File: src/rtl/load_store_unit_pkg.sv
`default_nettype none
// +------------------------------------------------------------------------+
// | Package     : lsu_pkg                                                  |
// | Description : Shared funct3 encodings, FSM state type and lane helper  |
// |               functions for the load/store unit.                       |
// | Revision    : 1.0 - initial release                                    |
// +------------------------------------------------------------------------+
// Contents:
//   F3_*          RV32I load/store size encodings
//   lsu_state_t   FSM state type
//   strobe_of     byte-enable pattern for a size and (aligned) byte offset
//   extend_load   lane extraction plus sign/zero extension of a memory word
package lsu_pkg;

  localparam logic [2:0] F3_B  = 3'b000;
  localparam logic [2:0] F3_H  = 3'b001;
  localparam logic [2:0] F3_W  = 3'b010;
  localparam logic [2:0] F3_BU = 3'b100;
  localparam logic [2:0] F3_HU = 3'b101;

  typedef enum logic [1:0] {
    ST_IDLE    = 2'd0,
    ST_ACCESS  = 2'd1,
    ST_CAPTURE = 2'd2,
    ST_RESP    = 2'd3
  } lsu_state_t;

  // Only funct3[1:0] selects the size; signedness does not affect strobes.
  function automatic logic [3:0] strobe_of(input logic [2:0] funct3,
                                           input logic [1:0] addr_lo);
    logic [3:0] s;
    case (funct3[1:0])
      2'b00:   s = 4'b0001 << addr_lo;
      2'b01:   s = addr_lo[1] ? 4'b1100 : 4'b0011;
      2'b10:   s = 4'b1111;
      default: s = 4'b0000;
    endcase
    return s;
  endfunction

  function automatic logic [31:0] extend_load(input logic [2:0]  funct3,
                                              input logic [1:0]  addr_lo,
                                              input logic [31:0] word);
    logic [7:0]  b;
    logic [15:0] h;
    logic [31:0] r;
    b = word[{addr_lo, 3'b000} +: 8];
    h = addr_lo[1] ? word[31:16] : word[15:0];
    case (funct3)
      F3_B:    r = {{24{b[7]}}, b};
      F3_H:    r = {{16{h[15]}}, h};
      F3_W:    r = word;
      F3_BU:   r = {24'b0, b};
      F3_HU:   r = {16'b0, h};
      default: r = 32'b0;
    endcase
    return r;
  endfunction

endpackage
`default_nettype wire

File: src/rtl/load_store_unit_if.sv
`default_nettype none
// +------------------------------------------------------------------------+
// | Interface   : load_store_unit_if                                       |
// | Description : Core request/response handshake plus data-memory port    |
// |               of the load/store unit.                                  |
// | Revision    : 1.0 - initial release                                    |
// +------------------------------------------------------------------------+
// Signals:
//   req_valid/req_ready/req_we/req_funct3/req_addr/req_wdata  core request
//   rsp_valid/rsp_ready/rsp_rdata/rsp_err                      core response
//   mem_en/mem_we/mem_addr/mem_wdata/mem_rdata                 data memory
// Modports:
//   slave  - the load/store unit
//   master - the environment (core and data memory together)
interface load_store_unit_if #(
  parameter int ADDR_W = 32,
  parameter int MEM_AW = 10
);

  logic              req_valid;
  logic              req_ready;
  logic              req_we;
  logic [2:0]        req_funct3;
  logic [ADDR_W-1:0] req_addr;
  logic [31:0]       req_wdata;

  logic              rsp_valid;
  logic              rsp_ready;
  logic [31:0]       rsp_rdata;
  logic              rsp_err;

  logic              mem_en;
  logic [3:0]        mem_we;
  logic [MEM_AW-1:0] mem_addr;
  logic [31:0]       mem_wdata;
  logic [31:0]       mem_rdata;

  modport slave (
    input  req_valid, req_we, req_funct3, req_addr, req_wdata, rsp_ready,
           mem_rdata,
    output req_ready, rsp_valid, rsp_rdata, rsp_err,
           mem_en, mem_we, mem_addr, mem_wdata
  );

  modport master (
    output req_valid, req_we, req_funct3, req_addr, req_wdata, rsp_ready,
           mem_rdata,
    input  req_ready, rsp_valid, rsp_rdata, rsp_err,
           mem_en, mem_we, mem_addr, mem_wdata
  );

endinterface
`default_nettype wire

File: src/rtl/load_store_unit_align.sv
`default_nettype none
// +------------------------------------------------------------------------+
// | Module      : lsu_align                                                |
// | Description : Combinational request legality, address alignment,      |
// |               store strobe/lane replication and load extension.        |
// | Revision    : 1.0 - initial release                                    |
// | Build macro : LSU_MISALIGN_TRAP_EN - misaligned H/HU/W become errors;  |
// |               otherwise the low address bits are forced to alignment.  |
// +------------------------------------------------------------------------+
// Ports:
//   req_funct3/req_we/req_addr_lo/req_wdata  incoming request fields
//   req_illegal    request must be answered with an error, no access
//   eff_addr_lo    byte offset after alignment
//   req_strobe     byte enables for a store at eff_addr_lo
//   req_lanes      store data replicated across the lanes
//   ld_funct3/ld_addr_lo/ld_word  captured load fields and memory word
//   ld_data        extended load result
module lsu_align
  import lsu_pkg::*;
(
  input  logic [2:0]  req_funct3,
  input  logic        req_we,
  input  logic [1:0]  req_addr_lo,
  input  logic [31:0] req_wdata,
  output logic        req_illegal,
  output logic [1:0]  eff_addr_lo,
  output logic [3:0]  req_strobe,
  output logic [31:0] req_lanes,
  input  logic [2:0]  ld_funct3,
  input  logic [1:0]  ld_addr_lo,
  input  logic [31:0] ld_word,
  output logic [31:0] ld_data
);

  logic w_bad_code;

  // 011/110/111 are undefined; unsigned variants exist only for loads.
  assign w_bad_code = (req_funct3 == 3'b011) || (req_funct3 == 3'b110) ||
                      (req_funct3 == 3'b111) || (req_we && req_funct3[2]);

  always_comb begin
    eff_addr_lo = req_addr_lo;
    case (req_funct3[1:0])
      2'b01:   eff_addr_lo = {req_addr_lo[1], 1'b0};
      2'b10:   eff_addr_lo = 2'b00;
      default: eff_addr_lo = req_addr_lo;
    endcase
  end

`ifdef LSU_MISALIGN_TRAP_EN
  // Any bit the alignment would have cleared marks the access as misaligned.
  assign req_illegal = w_bad_code || (eff_addr_lo != req_addr_lo);
`else
  assign req_illegal = w_bad_code;
`endif

  assign req_strobe = strobe_of(req_funct3, eff_addr_lo);

  always_comb begin
    case (req_funct3[1:0])
      2'b00:   req_lanes = {4{req_wdata[7:0]}};
      2'b01:   req_lanes = {2{req_wdata[15:0]}};
      default: req_lanes = req_wdata;
    endcase
  end

  assign ld_data = extend_load(ld_funct3, ld_addr_lo, ld_word);

endmodule
`default_nettype wire

File: src/rtl/load_store_unit.sv
`default_nettype none
// +------------------------------------------------------------------------+
// | Module      : load_store_unit                                          |
// | Description : One-at-a-time load/store unit between the memory stage   |
// |               and a single-port word-addressed data memory.            |
// | Revision    : 1.0 - initial release                                    |
// | Build macro : LSU_MISALIGN_TRAP_EN (see lsu_align)                     |
// +------------------------------------------------------------------------+
// Ports:
//   clk     clock, rising edge
//   resetn  asynchronous reset, active HIGH despite the name
//   bus     load_store_unit_if.slave: core handshake and memory port
// Flow: IDLE -> ACCESS -> (load) CAPTURE -> RESP -> IDLE; illegal requests
// go IDLE -> RESP directly. All memory-side outputs come from flops loaded
// at the request handshake, so nothing on req_* reaches mem_* in the same
// cycle.
module load_store_unit
  import lsu_pkg::*;
#(
  parameter int ADDR_W = 32,
  parameter int MEM_AW = 10
) (
  input  logic                clk,
  input  logic                resetn,
  load_store_unit_if.slave    bus
);

  if (ADDR_W < MEM_AW + 2) begin : g_width_check
    $error("load_store_unit: ADDR_W must cover MEM_AW word-address bits");
  end

  lsu_state_t        r_state;
  lsu_state_t        w_next;

  logic [2:0]        r_funct3;
  logic [1:0]        r_addr_lo;
  logic              r_we;
  logic [31:0]       r_rsp_rdata;
  logic              r_rsp_err;
  logic              r_mem_en;
  logic [3:0]        r_mem_we;
  logic [MEM_AW-1:0] r_mem_addr;
  logic [31:0]       r_mem_wdata;

  logic              w_accept;
  logic              w_illegal;
  logic [1:0]        w_eff_addr_lo;
  logic [3:0]        w_strobe;
  logic [31:0]       w_lanes;
  logic [31:0]       w_ld_data;

  lsu_align u_align (
    .req_funct3  (bus.req_funct3),
    .req_we      (bus.req_we),
    .req_addr_lo (bus.req_addr[1:0]),
    .req_wdata   (bus.req_wdata),
    .req_illegal (w_illegal),
    .eff_addr_lo (w_eff_addr_lo),
    .req_strobe  (w_strobe),
    .req_lanes   (w_lanes),
    .ld_funct3   (r_funct3),
    .ld_addr_lo  (r_addr_lo),
    .ld_word     (bus.mem_rdata),
    .ld_data     (w_ld_data)
  );

  assign w_accept = (r_state == ST_IDLE) && bus.req_valid;

  always_ff @(posedge clk or posedge resetn) begin
    if (resetn) begin
      r_state <= ST_IDLE;
    end else begin
      r_state <= w_next;
    end
  end

  always_comb begin
    w_next = r_state;
    case (r_state)
      ST_IDLE:    if (bus.req_valid) w_next = w_illegal ? ST_RESP : ST_ACCESS;
      ST_ACCESS:  w_next = r_we ? ST_RESP : ST_CAPTURE;
      ST_CAPTURE: w_next = ST_RESP;
      ST_RESP:    if (bus.rsp_ready) w_next = ST_IDLE;
      default:    w_next = ST_IDLE;
    endcase
  end

  always_ff @(posedge clk or posedge resetn) begin
    if (resetn) begin
      r_funct3    <= 3'b000;
      r_addr_lo   <= 2'b00;
      r_we        <= 1'b0;
      r_rsp_rdata <= 32'b0;
      r_rsp_err   <= 1'b0;
      r_mem_en    <= 1'b0;
      r_mem_we    <= 4'b0000;
      r_mem_addr  <= '0;
      r_mem_wdata <= 32'b0;
    end else begin
      // The access strobe lives for exactly the ACCESS cycle.
      r_mem_en <= 1'b0;
      r_mem_we <= 4'b0000;
      if (w_accept) begin
        r_funct3    <= bus.req_funct3;
        r_addr_lo   <= w_eff_addr_lo;
        r_we        <= bus.req_we;
        r_rsp_rdata <= 32'b0;
        r_rsp_err   <= w_illegal;
        if (!w_illegal) begin
          r_mem_en    <= 1'b1;
          r_mem_we    <= bus.req_we ? w_strobe : 4'b0000;
          r_mem_addr  <= bus.req_addr[MEM_AW+1:2];
          r_mem_wdata <= w_lanes;
        end
      end
      // mem_rdata is valid in CAPTURE, one cycle after the read strobe.
      if (r_state == ST_CAPTURE) begin
        r_rsp_rdata <= w_ld_data;
      end
    end
  end

  assign bus.req_ready = (r_state == ST_IDLE);
  assign bus.rsp_valid = (r_state == ST_RESP);
  assign bus.rsp_rdata = r_rsp_rdata;
  assign bus.rsp_err   = r_rsp_err;
  assign bus.mem_en    = r_mem_en;
  assign bus.mem_we    = r_mem_we;
  assign bus.mem_addr  = r_mem_addr;
  assign bus.mem_wdata = r_mem_wdata;

endmodule
`default_nettype wire
File: src/flat_wrapper.sv
// flat-port wrapper written by rule: the top's interface ports become plain ports
module load_store_unit_flat import lsu_pkg::*;
#(
  parameter int ADDR_W = 32,
  parameter int MEM_AW = 10
)
  (clk, resetn, bus_req_valid, bus_req_we, bus_req_funct3, bus_req_addr, bus_req_wdata, bus_rsp_ready, bus_mem_rdata, bus_req_ready, bus_rsp_valid, bus_rsp_rdata, bus_rsp_err, bus_mem_en, bus_mem_we, bus_mem_addr, bus_mem_wdata);
  load_store_unit_if #(.ADDR_W(ADDR_W), .MEM_AW(MEM_AW)) bus_i ();
  input  logic clk;
  input  logic resetn;
  input wire logic [$bits(bus_i.req_valid)-1:0] bus_req_valid;
  input wire logic [$bits(bus_i.req_we)-1:0] bus_req_we;
  input wire logic [$bits(bus_i.req_funct3)-1:0] bus_req_funct3;
  input wire logic [$bits(bus_i.req_addr)-1:0] bus_req_addr;
  input wire logic [$bits(bus_i.req_wdata)-1:0] bus_req_wdata;
  input wire logic [$bits(bus_i.rsp_ready)-1:0] bus_rsp_ready;
  input wire logic [$bits(bus_i.mem_rdata)-1:0] bus_mem_rdata;
  output wire logic [$bits(bus_i.req_ready)-1:0] bus_req_ready;
  output wire logic [$bits(bus_i.rsp_valid)-1:0] bus_rsp_valid;
  output wire logic [$bits(bus_i.rsp_rdata)-1:0] bus_rsp_rdata;
  output wire logic [$bits(bus_i.rsp_err)-1:0] bus_rsp_err;
  output wire logic [$bits(bus_i.mem_en)-1:0] bus_mem_en;
  output wire logic [$bits(bus_i.mem_we)-1:0] bus_mem_we;
  output wire logic [$bits(bus_i.mem_addr)-1:0] bus_mem_addr;
  output wire logic [$bits(bus_i.mem_wdata)-1:0] bus_mem_wdata;
  assign bus_i.req_valid = bus_req_valid;
  assign bus_i.req_we = bus_req_we;
  assign bus_i.req_funct3 = bus_req_funct3;
  assign bus_i.req_addr = bus_req_addr;
  assign bus_i.req_wdata = bus_req_wdata;
  assign bus_i.rsp_ready = bus_rsp_ready;
  assign bus_i.mem_rdata = bus_mem_rdata;
  assign bus_req_ready = bus_i.req_ready;
  assign bus_rsp_valid = bus_i.rsp_valid;
  assign bus_rsp_rdata = bus_i.rsp_rdata;
  assign bus_rsp_err = bus_i.rsp_err;
  assign bus_mem_en = bus_i.mem_en;
  assign bus_mem_we = bus_i.mem_we;
  assign bus_mem_addr = bus_i.mem_addr;
  assign bus_mem_wdata = bus_i.mem_wdata;
  load_store_unit #(.ADDR_W(ADDR_W), .MEM_AW(MEM_AW)) u_core (.clk(clk), .resetn(resetn), .bus(bus_i));
endmodule
File: config.mk
export PLATFORM = sky130hd
export DESIGN_NAME = load_store_unit_flat
export DESIGN_NICKNAME = d
export VERILOG_FILES = /design/src/rtl/load_store_unit_pkg.sv /design/src/rtl/load_store_unit_if.sv /design/src/rtl/load_store_unit_align.sv /design/src/rtl/load_store_unit.sv /design/src/flat_wrapper.sv
export SDC_FILE = /design/constraint.sdc
export NUM_CORES = 1
export LEC_CHECK = 0
export ABC_CLOCK_PERIOD_IN_PS = 8700
export BUFFER_PORTS_ARGS = -buffer_cell sky130_fd_sc_hd__buf_2
export CAP_MARGIN = 20
export CORE_UTILIZATION = 40
export DETAILED_ROUTE_END_ITERATION = 8
export PLACE_DENSITY = 0.72
export SLEW_MARGIN = 20
export SYNTH_ARGS = -nofsm -noshare
export SYNTH_HDL_FRONTEND = slang
export SYNTH_SLANG_ARGS = --single-unit
export TNS_END_PERCENT = 30
File: constraint.sdc
create_clock -name clk -period 8.7 [get_ports clk]
set_input_delay 2.61 -clock clk [delete_from_list [all_inputs] [get_ports clk]]
set_output_delay 2.61 -clock clk [all_outputs]
set_load 0.01 [all_outputs]
# ---- Word-level counts from Yosys, hierarchy flattened
# Index checks and enable logic that the tools add are counted.
dict set report totals {
  regBits 88
  output_inout_bits 82
  wordCells 56
}
dict set report classes {
  eq_ne 14
  shifts 2
  mux 18
  bitwise_logic 1
  n_reduce_logical 11
}
# operator n
set ops {}
lappend ops {{$pmux 32 s5} 1}
lappend ops {{$mux 32} 2}
lappend ops {{$pmux 32 s2} 1}
lappend ops {{$shiftx 32x6->8} 1}
lappend ops {{$mux 16} 1}
lappend ops {{$mux 4} 4}
lappend ops {{$eq 3x3->1 const B} 4}
lappend ops {{$pmux 4 s3} 1}
lappend ops {{$pmux 2 s4} 1}
lappend ops {{$eq 2x2->1 const B} 3}
lappend ops {{$eq 3x2->1 const B} 2}
lappend ops {{$mux 2} 3}
lappend ops {{$eq 2x1->1 const B} 2}
lappend ops {{$logic_not 2->1} 2}
lappend ops {{$ne 2x2->1 const B} 2}
lappend ops {{$pmux 2 s2} 1}
lappend ops {{$reduce_and 2->1} 2}
lappend ops {{$shl 1x2->4 const A} 1}
lappend ops {{$eq 3x1->1 const B} 1}
lappend ops {{$logic_not 3->1} 1}
lappend ops {{$logic_or 1x1->1} 3}
lappend ops {{$mux 1} 3}
lappend ops {{$logic_and 1x1->1} 2}
lappend ops {{$reduce_bool 2->1} 1}
lappend ops {{$not 1->1} 1}

# ---- Logic depth before layout (Yosys ltp)
dict set report depth {
  word_depth 7
  ltp_mapped 8
  ltp_nobuf 6
}

# ---- By module
# From an unflattened synthesis, not the netlist that was laid out.
dict set report hier_totals {
  hier_cells 410
  area_unflattened_um2 4689.5
}
# module instances cells_per_inst area_each_um2 seq_area_each_um2
set modules_own_cells {}
lappend modules_own_cells {load_store_unit 1 204 3305.7 2202.1}
lappend modules_own_cells {lsu_align 1 206 1383.8 0.0}

# ---- Worst setup path before layout
# No wires, ideal clock.
dict set report synth_timing {
  kind {input port to flip-flop}
  startpoint {input port bus_req_funct3[1]}
  endpoint {register u_core.r_mem_wdata[23], in the netlist u_core.bus.mem_wdata[23]}
  t_arrival_ps 4141
  path_slack_ps 4433
  path_stages 8
  n_path_buf 2
  path_cell_list {clkbuf_1 -> inv_1 -> ha_1 -> clkbuf_1 -> nor2_1 -> nor3b_1 -> a21oi_1 -> a21oi_1}
}
dict set report synth_via {
  elab_chain_len 6
  elab_cells_between_ends 11
  cone_classes {eq/ne (4); mux (1); bitwise (1); reduce/logical (5)}
}
# element line_no
set synth_rtl {}
lappend synth_rtl {{from (decl)} flat_wrapper.sv:13} ;# input wire logic [$bits(bus_i.req_funct3)-1:0] bus_req_funct3;
lappend synth_rtl {{$eq 3x2->1 or $eq 3x3->1 (tied branches)} load_store_unit_align.sv:38} ;# assign w_bad_code = (req_funct3 == 3'b011) || (req_funct3 == 3'b110) ||
lappend synth_rtl {{$logic_or 1x1->1 (2 in a row)} load_store_unit_align.sv:38}
lappend synth_rtl {{$logic_or 1x1->1} load_store_unit_align.sv:39} ;# (req_funct3 == 3'b111) || (req_we && req_funct3[2]);
lappend synth_rtl {{$not 1->1 (no line)} -}
lappend synth_rtl {{$reduce_and 2->1 (no line)} -}
lappend synth_rtl {{to (signal assigned)} load_store_unit.sv:113} ;# r_mem_wdata <= w_lanes;
lappend synth_rtl {{to (decl)} load_store_unit.sv:43} ;# logic [31:0] r_mem_wdata;
# Several ways; a longest one is shown, not always the timed one.
# A chain may end at the register's enable or synchronous reset.

# ---- Worst setup path after layout
dict set report layout_timing {
  startpoint {input port bus_req_funct3[1]}
  endpoint {register u_core.r_mem_wdata[3], in the netlist u_core.bus.mem_wdata[3]}
}
dict set report layout_via {
  elab_chain_len 6
  elab_cells_between_ends 8
  cone_classes {eq/ne (3); bitwise (1); reduce/logical (4)}
}
# element line_no
set layout_rtl {}
lappend layout_rtl {{$eq 3x2->1 or $eq 3x3->1 (tied branches)} load_store_unit_align.sv:38}
lappend layout_rtl {{$logic_or 1x1->1} load_store_unit_align.sv:38}
lappend layout_rtl {{$logic_or 1x1->1 (*)} load_store_unit_align.sv:38}
lappend layout_rtl {{$logic_or 1x1->1 (*)} load_store_unit_align.sv:39}
lappend layout_rtl {{$not 1->1 (no line) (*)} -}
lappend layout_rtl {{$reduce_and 2->1 (no line) (*)} -}
# Every way passes the cells marked *; elsewhere a longest branch is shown, timed or not.

==> summary.md <==
| Metric | Value |
|---|---|
| Vias in the first global route | `3781` |
| Count of final setup violators | `0` |
| Largest net degree at the start of global routing | `89` |
| CP Class | `in -> reg` |
| Syn Nets | `512` |
| Synthesized area | `4220 um^2` |
| Seq/Total Area, Yosys | `between 50% and 60%` |
| Worst-Margin Slew | `0.944 ns` |
| Mapped Cells | `400` |
| PostCTS Resize Cnt | `0` |
| Hold Path Class | `reg -> reg` |
| Pleak | `2.57 nW` |
| Combinational power share | `~45%` |
| P_sw | `0.714 mW` |
| Fin area | `5360 um^2` |
| Arr. time, crit path | `4.48 ns` |
| PortBufs | `approximately 170` |
| Layout Nets | `665` |
| YS warnings | `0` |
| Max_cap viols | `0` |
| CTS tree | `built` |
| RR Startpoint | `u_core.r_state[1]$_DFFE_PP0P_` |
| Final Hold Fails | `0` |
| Final WL | `11300 um` |
| Worst Setup Start Kind | `input pin` |
| DRC | `0` |
| Fin crit period | `4.22 ns` |
| CTS Buf Count | `9` |
| Required time worst endpoint | `8.95 ns` |
| Clock Latency Late Sink | `roughly 0.36 ns` |
| Fin Setup TNS | `0 ns` |
| R2R Setup Slk | `6.16 ns` |
| Placement Rows | `37` |
| CP startpoint | `bus_req_funct3[1]` |
| Routed Antenna Nets | `0` |
| Max H-tree Level | `3` |
| Post-CTS setup repair buffer count | `0` |
| Pwr Density | `337 nW/um^2` |
| Core ar. | `between 10000 and 15000 um^2` |
| Int Pwr | `1.09 mW` |
| CTS Hold Bufs | `0` |
| Setup Skew | `0.0116 ns` |
| Max-slew violation count | `0` |
| Dominant cells by area after synthesis | `dfrtp_1, mux2_2, nand2_1, a22oi_1, a211oi_2` |
| Distinct cells, synth | `40` |
| Most frequent cells in the layout | `buf_2, dfrtp_1, nand2_1` |
| Commonest non-fill, non-tap cell in the layout | `buf_2` |
| Net Sw Frac | `39.6%` |
| Synth area leader | `dfrtp_1` |
| Placer Congestion | `0.862` |
| ANT cells | `0` |
| Via count | `roughly 3700` |
| Share of layout cells above drive strength 1 | `about two fifths` |
| Antenna violations before repair | `0` |
| VDD IR max | `0.000144 V` |
| Post-DP HPWL | `between 8000 and 9000 um` |
| RSZ-0062 raised after global routing | `no` |
| Synth Register Bits | `88` |
| Initial Utilization | `between 40% and 50%` |
| Clock group share of total power | `between 10% and 20%` |
| Initial DRT Pass Iterations | `6` |
| Post-DR vias/cell | `between 5 and 6` |
| Top-Level Pins | `186` |
| Max Buffers Root-to-Sink | `2` |
| Area fraction of the dominant cell type after synthesis | `52.2%` |
| Tcrit/Tclk final | `between 40% and 50%` |
| Slew margin rel. | `37.0%` |
| Die Y | `105 um` |
| Crit path max fanout | `69` |
| Outcome | `complete, no violations` |
| Routed len/inst | `16.3 um` |
| Layout area overhead | `26.9%` |
| Total Power | `1.81 mW` |
| Grt total ovfl | `0` |
| Final Util | `~52%` |
| Global-route wire length before repair | `approximately 19000 um` |
| Min-delay src | `u_core.bus.rsp_rdata[29]$_DFFE_PP0P_` |
| Worst Setup End Kind | `flip-flop` |
| Seq pwr share | `roughly 38%` |
| Die width | `105 um` |
| Clk sink count | `88` |
| Fmax | `237 MHz` |
| GRT Overall Usage | `between 20 and 25%` |
| Dpl cell area | `5120 um^2` |
| Root Driver | `clkbuf_8` |
| Avg Synthesized Cell Area | `~11 um^2` |
| Full die area | `~11000 um^2` |
| CTS clk-pin slew, worst paths | `0.09 ns` |
| DR iter-0 viols | `179` |
power by group through the flow:
| stage | logic, mW | clock network, mW | registers, mW |
|---|---|---|---|
| detailed placement | 0.811 | 0 | 0.682 |
| global placement | 0.789 | 0 | 0.673 |
| floorplan | 0.482 | 0 | 0.735 |
| CTS | 0.812 | 0.332 | 0.678 |
| finish | 0.804 | 0.324 | 0.678 |
| global route | 0.892 | 0.351 | 0.702 |
critical path, cell delays in order:
cell    delay (ns)
buf_2         0.21
ha_1          0.28
o21a_1        0.24
nor3_4        0.11
buf_4         0.57
mux2_2        0.42
layout make-up:
class,count,area [um^2]
well taps,136,170
repair buffers,170,867
clock buffers,10,138
flip-flops and latches,88,2200
multi-input cells,272,1840
inverters,12,46.3
clock inverters,6,92.6
fillers,986,4920
Yosys cell counts (all sizes together):
cell and count:
dfrtp 88, nand2 51, o21ai 34, nor2 32, mux2 28, a21oi 23
a22oi 22, a211oi 16, buf 15, clkbuf 13, inv 12, a31oi 8
ha 8, mux2i 8, a222oi 7, o211ai 6, a221oi 4, nand2b 4
nor2b 4, and2 3, nor3 3, nor3b 2, o31ai 2, mux4 1
nand3 1, o21a 1, o21bai 1, o22ai 1, o2bb2ai 1, or2 1
through the flow:
step	cells	hold slack, ns	setup slack, ns
after floorplan	400	0.480	3.81
after global placement	678	0.456	4.11
after detailed placement	678	0.474	4.09
after CTS	694	0.494	4.48
after global routing	694	0.518	4.29
final	694	0.489	4.48
cells by family after synthesis:
family / count (synthesis) / synth area share (%)
adders and majority gates: 8 / 2.37
muxes: 37 / 9.90
buffers and inverters: 40 / 4.48
AOI/OAI and AO/OA: 126 / 20.8
DFF: 88 / 52.2
and+or+nand+nor: 101 / 10.3
path summary, 6_finish.rpt:
kind / cells past startpoint / endpoint
setup / recovery: 6 / u_core.bus.mem_wdata[3]$_DFFE_PP0P_
hold / removal: 2 / u_core.bus.rsp_rdata[29]$_DFFE_PP0P_
setup reg to reg: 6 / u_core.bus.mem_wdata[3]$_DFFE_PP0P_
hold reg to reg: 2 / u_core.bus.rsp_rdata[29]$_DFFE_PP0P_
max in group asynchronous: 3 / u_core.r_state[0]$_DFFE_PP0P_
min in group asynchronous: 3 / u_core.bus.mem_wdata[11]$_DFFE_PP0P_
routing by layer:
metal / up-vias / track usage [%] / share of wire [%]
met1: 1752 / 28.2 / 44
met5: - / 0 / 0
met3: 28 / 6.43 / 8.3
met2: 173 / 34.1 / 45
met4: 0 / 8.85 / 2.6
li1: 1744 / - / -
state kept, by name (all words and copies together), names as in the netlist:
| signal | count |
|---|---|
| u_core.bus.rsp_err | 1 |
| u_core.bus.mem_en | 1 |
| u_core.r_state | 2 |
| u_core.bus.rsp_rdata | 32 |
| u_core.bus.mem_we | 4 |
| u_core.r_funct3 | 3 |
| u_core.bus.mem_addr | 10 |
| u_core.r_addr_lo | 2 |
| u_core.bus.mem_wdata | 32 |
| u_core.r_we | 1 |
(Power assumes the default switching activity.)
